### config.mk
export PLATFORM = sky130hd
export DESIGN_NAME = axi_rdata_buffer
export DESIGN_NICKNAME = d
export VERILOG_FILES = /design/src/rtl/axi_buf_pkg.sv /design/src/rtl/axi_buf_ram.sv /design/src/rtl/axi_rdata_buffer.sv
export SDC_FILE = /design/constraint.sdc
export NUM_CORES = 1
export LEC_CHECK = 0
export CORE_MARGIN = 1
export CORE_UTILIZATION = 58
export CTS_CLUSTER_DIAMETER = 150
export DETAILED_ROUTE_END_ITERATION = 8
export PLACE_DENSITY = 0.79
export RECOVER_POWER = 100
export SLEW_MARGIN = 20
export SYNTH_ARGS = -nofsm -noshare
export SYNTH_HDL_FRONTEND = slang
export SYNTH_SLANG_ARGS = --single-unit
### constraint.sdc
create_clock -name CLK -period 9.3 [get_ports CLK]
set_input_delay 1.86 -clock CLK [delete_from_list [all_inputs] [get_ports CLK]]
set_output_delay 1.86 -clock CLK [all_outputs]
set_load 0.1 [all_outputs]
### src/rtl/axi_buf_pkg.sv
// Shared types and helpers for the AXI read-data return buffer.
package axi_buf_pkg;

   typedef logic [1:0] axi_resp_t;

   localparam axi_resp_t RESP_OKAY   = 2'b00;
   localparam axi_resp_t RESP_EXOKAY = 2'b01;
   localparam axi_resp_t RESP_SLVERR = 2'b10;
   localparam axi_resp_t RESP_DECERR = 2'b11;

   // Low-order part of a stored entry; MASTER/ID/DATA are prepended by the top.
   typedef struct packed {
      axi_resp_t resp;
      logic      last;
   } r_tail_t;

   function automatic r_tail_t make_tail(input logic last, input axi_resp_t resp);
      r_tail_t t;
      t.resp = resp;
      t.last = last;
      return t;
   endfunction

endpackage

### src/rtl/axi_buf_ram.sv
// Register-array storage: one synchronous write port, one asynchronous read port.
// Contents are deliberately not reset.
module axi_buf_ram #(
   parameter int unsigned WIDTH = 8,
   parameter int unsigned DEPTH = 8,
   localparam int unsigned AW = $clog2(DEPTH)
) (
   input  logic             clk_i,
   input  logic             we_i,
   input  logic [AW-1:0]    waddr_i,
   input  logic [WIDTH-1:0] wdata_i,
   input  logic [AW-1:0]    raddr_i,
   output logic [WIDTH-1:0] rdata_o
);

   logic [WIDTH-1:0] mem [DEPTH];

   // Write the addressed entry on an accepted beat
   always_ff @(posedge clk_i) begin
      if (we_i) begin
         mem[waddr_i] <= wdata_i;
      end
   end

   assign rdata_o = mem[raddr_i];

endmodule

### src/rtl/axi_rdata_buffer.sv
// AXI read-data return buffer: first-word fall-through FIFO carrying
// MASTER/ID/DATA/RESP/LAST, with occupancy (COUNT) and buffered-LAST (BURSTS) counters.
// Define AXI_RDATA_STORE_FWD_EN to hold a burst until its LAST beat is buffered;
// otherwise the buffer is pure cut-through.
module axi_rdata_buffer
   import axi_buf_pkg::*;
#(
   parameter int unsigned MASTERS    = 4,
   parameter int unsigned ID_BITS    = 2,
   parameter int unsigned DATA_WIDTH = 64,
   parameter int unsigned DEPTH      = 8,
   localparam int unsigned CW = $clog2(DEPTH + 1)
) (
   input  logic                  CLK,
   input  logic                  RESETN,
   input  logic [MASTERS-1:0]    MASTER,
   input  logic [ID_BITS-1:0]    ID,
   input  logic [DATA_WIDTH-1:0] DATA,
   input  logic [1:0]            RESP,
   input  logic                  LAST,
   input  logic                  VALID,
   output logic                  READY,
   output logic [MASTERS-1:0]    O_MASTER,
   output logic [ID_BITS-1:0]    O_ID,
   output logic [DATA_WIDTH-1:0] O_DATA,
   output logic [1:0]            O_RESP,
   output logic                  O_LAST,
   output logic                  O_VALID,
   input  logic                  O_READY,
   output logic [CW-1:0]         COUNT,
   output logic [CW-1:0]         BURSTS
);

   localparam int unsigned AW = $clog2(DEPTH);
   localparam int unsigned EW = MASTERS + ID_BITS + DATA_WIDTH + $bits(r_tail_t);

   logic [AW-1:0] wr_ptr_q, rd_ptr_q;
   logic [CW-1:0] count_q, count_d;
   logic [CW-1:0] bursts_q, bursts_d;
   logic          ready_q;
   logic          push, pop, o_valid;

   logic [EW-1:0]         wr_entry, rd_entry;
   logic [MASTERS-1:0]    head_master;
   logic [ID_BITS-1:0]    head_id;
   logic [DATA_WIDTH-1:0] head_data;
   r_tail_t               head_tail;

   assign wr_entry = {MASTER, ID, DATA, make_tail(LAST, RESP)};
   assign {head_master, head_id, head_data, head_tail} = rd_entry;

   axi_buf_ram #(
      .WIDTH (EW),
      .DEPTH (DEPTH)
   ) u_ram (
      .clk_i   (CLK),
      .we_i    (push),
      .waddr_i (wr_ptr_q),
      .wdata_i (wr_entry),
      .raddr_i (rd_ptr_q),
      .rdata_o (rd_entry)
   );

   // READY is registered, so a pop while full does not admit a push in the same cycle
   assign push = VALID && ready_q;
   assign pop  = o_valid && O_READY;

   // Next occupancy and buffered-LAST counts
   always_comb begin
      count_d  = count_q;
      bursts_d = bursts_q;
      case ({push, pop})
         2'b10:   count_d = count_q + CW'(1);
         2'b01:   count_d = count_q - CW'(1);
         default: count_d = count_q;
      endcase
      if (push && LAST) begin
         bursts_d = bursts_d + CW'(1);
      end
      if (pop && head_tail.last) begin
         bursts_d = bursts_d - CW'(1);
      end
   end

   // Pointers, counters and READY; reset discards everything buffered
   always_ff @(posedge CLK or negedge RESETN) begin
      if (!RESETN) begin
         wr_ptr_q <= '0;
         rd_ptr_q <= '0;
         count_q  <= '0;
         bursts_q <= '0;
         ready_q  <= 1'b0;
      end else begin
         if (push) begin
            wr_ptr_q <= wr_ptr_q + AW'(1);
         end
         if (pop) begin
            rd_ptr_q <= rd_ptr_q + AW'(1);
         end
         count_q  <= count_d;
         bursts_q <= bursts_d;
         ready_q  <= (count_d != CW'(DEPTH));
      end
   end

`ifdef AXI_RDATA_STORE_FWD_EN
   // sf_open_q keeps a released burst flowing until its LAST beat leaves
   logic sf_open_q;

   // Track whether the head burst has started leaving
   always_ff @(posedge CLK or negedge RESETN) begin
      if (!RESETN) begin
         sf_open_q <= 1'b0;
      end else if (pop) begin
         sf_open_q <= !head_tail.last;
      end
   end

   // Full-buffer term releases bursts longer than DEPTH instead of deadlocking
   assign o_valid = (count_q != '0) &&
                    (sf_open_q || (bursts_q != '0) || (count_q == CW'(DEPTH)));
`else
   assign o_valid = (count_q != '0);
`endif

   assign READY    = ready_q;
   assign O_VALID  = o_valid;
   assign COUNT    = count_q;
   assign BURSTS   = bursts_q;
   assign O_MASTER = o_valid ? head_master : '0;
   assign O_ID     = o_valid ? head_id : '0;
   assign O_DATA   = o_valid ? head_data : '0;
   assign O_RESP   = o_valid ? head_tail.resp : RESP_OKAY;
   assign O_LAST   = o_valid ? head_tail.last : 1'b0;

endmodule

==> out/results.txt <==
Antenna violations before repair -> 8
Slew at the pin closest to its max-slew limit -> 4.076 ns
Die W -> 201.2 um
Commonest non-fill, non-tap cell in the layout -> sky130_fd_sc_hd__edfxtp_1
Worst reg2reg path startpoint -> wr_ptr_q[2]
Clock Pin Slew Worst Setup and Hold Paths -> 0.06 ns
Worst Hold Depth -> 1
Number of placement rows -> 72
CTS Buf Count -> 57
Aggregate global-route resource usage -> 22.76%
Setup slack at placement -> 3.520 ns
Number of nets in the final layout -> 1289
Final worst-path setup slack -> 1.934 ns
Total of flip-flops plus latches after synthesis -> 599
Via count -> 10640
First-pass GRT wire length -> 67670 um
Worst skew pair latency -> 0.60 ns
Hold path endpoint -> COUNT[3]
Critical path's largest stage delay -> 2.66 ns
Cell with the largest stage delay on the worst path -> sky130_fd_sc_hd__clkbuf_1
Post_cts resized -> 0
Net Count, Synth -> 1101
Relative slew slack -> -171.7%
Initial core utilization -> 59.13%
Achievable clock frequency -> 135.8 MHz
Number of global-route vias before repair -> 11240
Total negative slack -> 0 ns
Pre-Repair DR Iteration Count -> 5
Core box area -> 0.03892 mm2
Chip Height -> 201.2 um
Drt wl/cell -> 25.31 um
Source of the worst hold timing path -> COUNT[3]
Final critical-path required period -> 7.366 ns
Setup slack, reg-to-reg -> 3.28 ns
H-tree lvl count -> 2
Post CTS Setup Buffer Count -> 0
CTS hold repair buffers -> 0
Maximum number of pins on one net before global-route repair -> 67
DRC violation count after routing -> 0
Layout-stage area growth over the synthesis result -> 16.80%
Count of synthesis-stage warnings from yosys -> 0
Worst setup SP type -> input pin
CTS tree -> built
Drt initial violations -> 848
CP endpoint kind -> flop
Share of synthesized area occupied by flip-flops and latches -> 77.84%
Overall die area -> 0.04047 mm2
Required time worst endpoint -> 9.43 ns
Number of top-level design ports -> 160
Count of different cell masters after synthesis -> 37
Cells after Synth -> 1017
Outcome -> finished, violations left
Fraction of layout instances using a drive strength above 1 -> 18.65%
Final period util -> 79.20%
Final weighted congestion of routability-driven global placement -> 0.6890
Number of maximum-capacitance constraint violations -> 17
Number of endpoints failing setup at the final stage -> 0
Post-synth EDFFs -> 584
Crit. Startpoint -> VALID
Worst setup path class -> input pin to flop
Fill cell total of the finished layout -> 2431
Detailed-placement wirelength estimate -> 22810 um
Total wire length -> 44790 um
Average size of a mapped cell -> 22.63 um2
Cell at the root of the clock tree -> sky130_fd_sc_hd__clkbuf_16
Worst-path maximum fanout -> 48
Violations in the final reports -> max-capacitance violations, max-slew violations
Depth of the worst register-to-register path -> 3
Total grt overflow -> 0
Predominant post-synthesis flop cell -> sky130_fd_sc_hd__edfxtp_1
Fin. max-slew vios -> 726
Async set-reset flop share out of synthesis -> 2.504%
Total count of hold-check failures in the final report -> 0
Arrival time of data at the critical path endpoint -> 7.49 ns
CTS max path bufs -> 3
Class of the tightest hold or removal check -> flop to flop
Routed via count divided by cell count -> 6.013
RSZ-0062 raised after global routing -> no
Clock skew after layout -> 0.01805 ns
Endpoint of the worst register-to-register path -> u_ram.mem[6][70]
Top library cells by usage in the layout, fill and taps aside -> 584 x sky130_fd_sc_hd__edfxtp_1, 154 x sky130_fd_sc_hd__dlygate4sd3_1, 144 x sky130_fd_sc_hd__mux4_2
Detail Route Antenna Nets -> 0
CTS sink cnt -> 599
Total of buffers placed on input and output ports -> 159
Synth Cell Area -> 0.02301 mm2
Chain of cells forming the critical path -> dlygate4sd3_1 > nand3_1 > nor2_1 > clkbuf_1
==> worst max path at each step <==
stage / endpoint / slack [ns] / cells past startpoint
after floorplan: u_ram.mem[2][0] / 1.61 / 2
after global placement: O_MASTER[3] / 3.52 / 5
after detailed placement: O_DATA[3] / 3.52 / 5
after CTS: O_DATA[11] / 2.84 / 5
after global routing: u_ram.mem[6][45] / 1.54 / 4
final: u_ram.mem[6][70] / 1.93 / 4
==> cells by family after synthesis <==
group	Yosys count	share of synthesized area, %
flip-flops	599	77.84
multiplexers	225	17.64
AND/OR/NAND/NOR	110	2.055
buffers and inverters	54	1.261
XOR/XNOR	15	0.6036
AO/OA/AOI/OAI	7	0.2175
adder cells (fa/ha/maj)	7	0.3806
==> critical path, delay by kind of cell <==
kind / cells / cell delay [ns]
buffers and inverters: 2 / 3.27
AND/OR/NAND/NOR: 2 / 2.30
==> per-stage QoR <==
stage,cell area (um2),util (%),cells,hold WS (ns)
6_report,26880,69.06,1770,0.5359
5_1_grt,26870,69.04,1767,0.5655
2_1_floorplan,23020,-,1017,0.5427
3_5_place_dp,25220,64.80,1664,0.5416
4_1_cts,26980,69.33,1767,0.5602
3_3_place_gp,25220,64.80,1664,0.5544
==> layout make-up <==
cell class	instances	area, um2	area share [%]
sequential	599	17920	66.69
inverter	3	11.26	0.04190
multi-input combinational	364	4823	17.95
antenna	3	7.507	0.02793
tap	518	648.1	2.411
clock buffer	72	1525	5.675
timing repair buffer	180	1700	6.327
clock inverter	31	237.7	0.8845
==> sequential cells by signal, indices dropped and copies added, names as in the netlist <==
name	count
BURSTS	4
wr_ptr_q	3
READY	1
COUNT	4
rd_ptr_q	3
u_ram.mem	584
==> cells in the mapped netlist, types with 3 or more instances <==
| cell | instances | area [um2] |
|---|---|---|
| sky130_fd_sc_hd__buf_2 | 25 | 125.1 |
| sky130_fd_sc_hd__nor3_1 | 5 | 25.02 |
| sky130_fd_sc_hd__ha_1 | 7 | 87.58 |
| sky130_fd_sc_hd__xnor2_1 | 7 | 61.31 |
| sky130_fd_sc_hd__buf_4 | 13 | 97.59 |
| sky130_fd_sc_hd__mux4_2 | 144 | 3243 |
| sky130_fd_sc_hd__nand2_1 | 7 | 26.28 |
| sky130_fd_sc_hd__dfrtp_1 | 15 | 375.4 |
| sky130_fd_sc_hd__nand3_1 | 4 | 20.02 |
| sky130_fd_sc_hd__mux2_2 | 3 | 33.78 |
| sky130_fd_sc_hd__nor2_1 | 80 | 300.3 |
| sky130_fd_sc_hd__mux2i_1 | 77 | 770.7 |
| sky130_fd_sc_hd__edfxtp_1 | 584 | 17540 |
| sky130_fd_sc_hd__inv_1 | 3 | 11.26 |
| sky130_fd_sc_hd__xor2_1 | 7 | 61.31 |
| sky130_fd_sc_hd__clkbuf_1 | 11 | 41.29 |
==> metal layers <==
layer,vias up,global-route usage [%],wire length (um)
met3,87,3.644,2293
met5,-,0,49
met1,5611,30.26,17780
met4,8,7.792,1095
met2,337,38.78,23580
li1,4600,-,-
Power is not shown: default switching activity piles up to over one toggle a cycle in this logic, so the estimate is an artifact.
